**src/rtl/dp_ram_wrapper.sv**
```systemverilog
// True dual-port synchronous RAM with registered read ports and old-data read-during-write.
// Port A wins a same-address write collision; out-of-range addresses are ignored on write, read as 0.
module dp_ram_wrapper #(
    parameter int unsigned AWIDTH    = 5,
    parameter int unsigned NUM_WORDS = 32,
    parameter int unsigned DWIDTH    = 32
) (
    input  logic              clk,
    input  logic              resetn,
    input  logic [AWIDTH-1:0] address_a,
    input  logic [DWIDTH-1:0] data_a,
    input  logic              wren_a,
    input  logic              rden_a,
    output logic [DWIDTH-1:0] out_a,
    input  logic [AWIDTH-1:0] address_b,
    input  logic [DWIDTH-1:0] data_b,
    input  logic              wren_b,
    input  logic              rden_b,
    output logic [DWIDTH-1:0] out_b
);

    // Zero-initialised for simulation; reset never touches the array.
    logic [DWIDTH-1:0] ram [NUM_WORDS] = '{default: '0};

    logic in_range_a;
    logic in_range_b;

    assign in_range_a = 32'(address_a) < NUM_WORDS;
    assign in_range_b = 32'(address_b) < NUM_WORDS;

    // Port B is written first so port A's nonblocking write lands last on a collision.
    always_ff @(posedge clk) begin
        if (resetn) begin
            if (wren_b && in_range_b) begin
                ram[address_b] <= data_b;
            end
            if (wren_a && in_range_a) begin
                ram[address_a] <= data_a;
            end
        end
    end

    // Reads sample the array before this edge's writes take effect (old data).
    always_ff @(posedge clk) begin
        if (!resetn) begin
            out_a <= '0;
            out_b <= '0;
        end else begin
            if (rden_a) begin
                out_a <= in_range_a ? ram[address_a] : '0;
            end
            if (rden_b) begin
                out_b <= in_range_b ? ram[address_b] : '0;
            end
        end
    end

endmodule

```
**config.mk**
```make
export PLATFORM = sky130hd
export DESIGN_NAME = dp_ram_wrapper
export DESIGN_NICKNAME = d
export VERILOG_FILES = /design/src/rtl/dp_ram_wrapper.sv
export SDC_FILE = /design/constraint.sdc
export NUM_CORES = 2
export LEC_CHECK = 0
export ABC_CLOCK_PERIOD_IN_PS = 10150
export BUFFER_PORTS_ARGS = -buffer_cell sky130_fd_sc_hd__buf_2
export CAP_MARGIN = 20
export CORE_MARGIN = 2
export CORE_UTILIZATION = 40
export CTS_BUF_LIST = sky130_fd_sc_hd__clkbuf_8
export DETAILED_ROUTE_END_ITERATION = 12
export GPL_ROUTABILITY_DRIVEN = 0
export SYNTH_ARGS = -nofsm -noshare
export SYNTH_HDL_FRONTEND = slang
export SYNTH_SLANG_ARGS = --single-unit
```
**constraint.sdc**
```tcl
create_clock -name clk -period 10.15 [get_ports clk]
set_clock_uncertainty 0.2 [all_clocks]
set_input_delay 1.015 -clock clk [delete_from_list [all_inputs] [get_ports clk]]
set_output_delay 1.015 -clock clk [all_outputs]
set_load 0.02 [all_outputs]
```
After elaboration in Yosys (flattened, before gate mapping)
Memory sizes are Yosys's and may differ from the RTL's. A register that Yosys moved wholly into a read port is not among the register bits.
Index checks and enable logic that the tools add are counted.
{"block": "word_totals", "register_bits": 0, "ramBits": 1024, "out_inout_bits": 64, "memories": 1}
{"name": "ram", "depth": 32, "word_bits": 32, "rd": 2, "rd_clocked_by_memory_dff": 2, "write_ports": 2, "line": "23", "source": "logic [DWIDTH-1:0] ram [NUM_WORDS] = '{default: '0};"}
{"block": "op_classes", "mux": 6, "n_reduce_logical": 2}
{"cell": "$mux W1", "n": 6}
{"cell": "$logic_not A1 Y1", "n": 2}

Depth between registers and ports, before layout
{"block": "depth", "word_depth": 3, "depth_mapped": 9}

Least setup slack after synthesis
No wires, ideal clock.
{"block": "synth_timing", "path_kind": "input to register", "start": "in address_b[0]", "end": "mem ram[17][0] (enable)", "setup_ns": 0.466, "arrival_ns": 4.357, "slack_ns": 5.128, "cell_stages": 6, "cell_sequence": "buf_2 -> buf_4 -> inv_1 -> or3_1 -> clkbuf_1 -> o21ai_0"}
{"element": "start: declaration", "line": "15", "source": "input logic [AWIDTH-1:0] address_b,"}
{"element": "end: declaration", "line": "23"}

==> impl_metrics.csv <==
group,metric,value,unit
sta,max_fclk,237,MHz
place,portBuffers,143,
clock_tree,post-cts-setup-buffer-count,0,
worst_setup_path,biggest_fanout_along_the_worst_timing_path,47,
worst_setup_path,setup.reg_to_reg.worst_slack,8010,ps
worst_setup_path,r2r_start,"ram[10][0]$_DFFE_PP_",
synthesis,synth_seq_cells,1088,
clock_tree,root_buffer,"sky130_fd_sc_hd__clkbuf_8",
worst_setup_path,critPathTopFamily,"buffers and inverters",
sta,final.min_clock_period,4220,ps
worst_setup_path,slowest_delay,780,ps
detailed_routing,routed_via_density,6.93,
detailed_routing,wl_per_cell,41.0,um
finish,final_layout_size_suffix_gt1_frac,0.396,
sta,maxSlewHeadroom,0.171,
worst_setup_path,critPathRequiredTime,10770,ps
finish,fillerInstances,13900,
finish,mostFrequentLayoutCell,"sky130_fd_sc_hd__edfxtp_1",
power,worst_ir_drop_vdd,0.000133,V
outcome,outcome,"finished clean",
worst_setup_path,startpoint_type,"input pin",
synthesis,synthesis.nets,4466,
sta,timing_max_transition_violations_final,0,
min_path,timing.hold.worst.start,"out_b[20]$_SDFFE_PN0P_",
synthesis,yosysWarningCount,0,
synthesis,summed_instance_area_of_the_synthesized_netlist,62300,um2
clock_tree,clock_insertion_delay_worst_skew,970,ps
worst_setup_path,critPathArrivalTime,4830,ps
min_path,worstHoldEndpoint,"out_b[20]$_SDFFE_PN0P_",
clock_tree,clkSlewWorstSetupHoldPaths,70,ps
die,i_o_pin_count,144,
global_route,antenna_found_initial,17,
synthesis,cell_accounting_for_the_most_synthesized_area,"sky130_fd_sc_hd__edfxtp_1",
place,hpwl,156000,um
die,die_x,399,um
finish,final_nets,4412,
synthesis,ys_types,63,
detailed_routing,drt-total-wl,268000,um
sta,slew_at_the_pin_closest_to_its_max_slew_limit,1240,ps
finish,design_area,68400,um2
clock_tree,ctsResizeCount,0,
die,core_area,154000,um2
synthesis,yosys.area.top_type_share,0.493,
min_path,timing.hold.worst.class,"reg -> reg",
sta,final_min_period_over_clock_period,0.415,
clock_tree,tritoncts,"built",
worst_setup_path,timing.setup.critical_path_class,"in -> reg",
synthesis,synth_flop_cell,"sky130_fd_sc_hd__edfxtp_1",
min_path,worst_hold_path.num_cells,2,
worst_setup_path,end_kind,"register",
synthesis,syn-instance-count,4386,
worst_setup_path,crit_slowest_cell,"sky130_fd_sc_hd__buf_4",
detailed_routing,post-route-drc-count,0,
detailed_routing,antenna_left,0,
synthesis,synth_edf_count,1024,
worst_setup_path,cp_cell_sequence,"buf_8 -> buf_4 -> buf_4 -> buf_4 -> mux2i_1 -> o22ai_1 -> nor3_1 -> a31oi_1",
die,die-area,159000,um2
clock_tree,clock_sink_count,1088,
global_route,grt_first_pass_wirelength,363000,um
worst_setup_path,worst-path-buf-inv,4,
global_route,grt_util_all_layers,0.331,
synthesis,postSynth.asyncResetShare,0,
global_route,grt_start_max_net_pins,121,
die,row_count,144,
global_route,grt_pass1_vias,43300,
clock_tree,ctsLongestPathBuffers,3,
die,floorplan.die.height,399,um
detailed_routing,drt_pre_antenna_iters,6,
flow_run,drv_cap,0,
worst_setup_path,timing.critical_path.mode_cell,"sky130_fd_sc_hd__buf_4",
worst_setup_path,r2r_cells,5,
clock_tree,htree_num_levels,4,
synthesis,ys_top_cells_by_area,"sky130_fd_sc_hd__edfxtp_1 49%, sky130_fd_sc_hd__mux2_2 18%, sky130_fd_sc_hd__mux2i_1 9.9%",
clock_tree,total_of_hold_buffers_inserted_after_clock_tree_synthesis,0,
synthesis,seq_area_frac_synth,0.514,
sta,report.final.setup_viol,0,
detailed_routing,initialDrtViolationCount,7305,
finish,final_core_util,0.443,
detailed_routing,num_vias,45300,
synthesis,average_size_of_a_mapped_cell,14.2,um2
power,power.density,147,nW/um2
clock_tree,cts_buffers,186,
worst_setup_path,regToRegEndpoint,"out_a[0]$_SDFFE_PN0P_",
finish,areaGrowthSynthToFinish,9.80,%
sta,timing.final.hold_violations,0,
die,start_util,0.404,
sta,rsz0062_at_grt,"false",
sta,fin_tns_setup,0,ps
place,placedInstanceArea,64900,um2
global_route,grt_remaining_overflow,0,
power,leakagePower,23.6,nW
finish,layout_common_cells,"1024 x sky130_fd_sc_hd__edfxtp_1, 979 x sky130_fd_sc_hd__mux2_2, 618 x sky130_fd_sc_hd__mux2i_1",
layout make-up:
class / instances / area [um2] / area share
tap: 2044 / 2560 / 0.0374
sequential: 1088 / 32000 / 0.468
multi-input combinational: 2759 / 28400 / 0.415
timing repair buffer: 276 / 1900 / 0.0278
inverter: 21 / 78.8 / 0.00115
clock inverter: 137 / 668 / 0.00976
clock buffer: 200 / 2750 / 0.0402
antenna: 11 / 27.5 / 0.000402
tightest hold or removal path: stages, from the launching register on:
cell                      delay (ps)
sky130_fd_sc_hd__dfxtp_1         320
sky130_fd_sc_hd__o21ai_0         150
sky130_fd_sc_hd__a31oi_1          50
sequential cells by signal (all words and copies together), names as in the netlist:
| signal | count |
|---|---|
| ram | 1024 |
| out_a | 32 |
| out_b | 32 |
synthesized netlist by cell type, types with 2 or more instances:
library cell	n
sky130_fd_sc_hd__a22oi_1	29
sky130_fd_sc_hd__clkbuf_1	257
sky130_fd_sc_hd__a221oi_1	11
sky130_fd_sc_hd__inv_1	20
sky130_fd_sc_hd__nor3b_1	3
sky130_fd_sc_hd__dfxtp_1	64
sky130_fd_sc_hd__mux2_2	979
sky130_fd_sc_hd__a311o_1	2
sky130_fd_sc_hd__nor2b_1	9
sky130_fd_sc_hd__edfxtp_1	1024
sky130_fd_sc_hd__buf_1	2
sky130_fd_sc_hd__o21ai_0	153
sky130_fd_sc_hd__nand4bb_1	3
sky130_fd_sc_hd__nor2_1	34
sky130_fd_sc_hd__buf_2	178
sky130_fd_sc_hd__nand3b_1	2
sky130_fd_sc_hd__buf_6	12
sky130_fd_sc_hd__nand3_1	11
sky130_fd_sc_hd__a31oi_1	63
sky130_fd_sc_hd__mux2i_1	618
sky130_fd_sc_hd__o22ai_1	283
sky130_fd_sc_hd__o221ai_1	7
sky130_fd_sc_hd__nor3_1	24
sky130_fd_sc_hd__mux4_2	201
sky130_fd_sc_hd__a22o_1	13
sky130_fd_sc_hd__mux2_1	49
sky130_fd_sc_hd__nor3_4	2
sky130_fd_sc_hd__a21oi_1	7
sky130_fd_sc_hd__nand2_1	109
sky130_fd_sc_hd__or3_1	7
sky130_fd_sc_hd__buf_4	69
sky130_fd_sc_hd__nor2_2	10
sky130_fd_sc_hd__nor4_1	46
sky130_fd_sc_hd__a211oi_1	31
sky130_fd_sc_hd__nand4_1	4
sky130_fd_sc_hd__nand2_2	9
sky130_fd_sc_hd__and3_1	2
sky130_fd_sc_hd__nand2b_1	5
sky130_fd_sc_hd__o22a_1	2
sky130_fd_sc_hd__or2_2	4
sky130_fd_sc_hd__or3b_2	2
sky130_fd_sc_hd__and2_1	5
routing by layer:
metal,share of wire,track usage,vias to the layer above
met5,0.00031,0,-
met4,0.067,0.196,12
met3,0.12,0.101,810
met2,0.43,0.489,3584
met1,0.37,0.428,23500
li1,-,-,17400
kinds of logic (layout without fill, tap and decap cells):
| group | Yosys count | after routing | synth area share |
|---|---|---|---|
| muxes | 1847 | 1847 | 0.358 |
| DFF | 1088 | 1088 | 0.514 |
| AOI/OAI and AO/OA | 608 | 608 | 0.0609 |
| buffers and inverters | 539 | 634 | 0.0416 |
| and+or+nand+nor | 304 | 304 | 0.0258 |
| other | 0 | 11 | 0 |
worst max-delay path by stage:
stage | start | end | slack, ps | cells after the start
after floorplan | address_b[0] | ram[17][0]$_DFFE_PP_ | 5130 | 6
after global placement | address_b[1] | out_b[3]$_SDFFE_PN0P_ | 5050 | 8
after global routing | address_b[1] | out_b[2]$_SDFFE_PN0P_ | 5820 | 8
after detailed placement | address_b[1] | out_b[31]$_SDFFE_PN0P_ | 5050 | 8
after CTS | address_b[1] | out_b[31]$_SDFFE_PN0P_ | 6060 | 8
final | address_b[1] | out_b[1]$_SDFFE_PN0P_ | 5930 | 8
per-stage QoR:
stage / hold slack, ps / cells / setup WS (ps) / total power, mW
3_3_place_gp: 336 / 6180 / 5050 / 6.25
4_1_cts: 370 / 6521 / 6060 / 10.0
5_1_grt: 389 / 6526 / 5820 / 10.3
3_5_place_dp: 357 / 6184 / 5050 / 6.27
6_report: 365 / 6536 / 5930 / 10.1
2_1_floorplan: 394 / 4386 / 5130 / 5.86
power breakdown:
part	leakage [nW]	switching, mW	internal (mW)
registers	9.76	0.0576	4.99
logic	11.8	0.727	0.440
clock network	2.08	1.98	1.89
(Power assumes the default switching activity.)
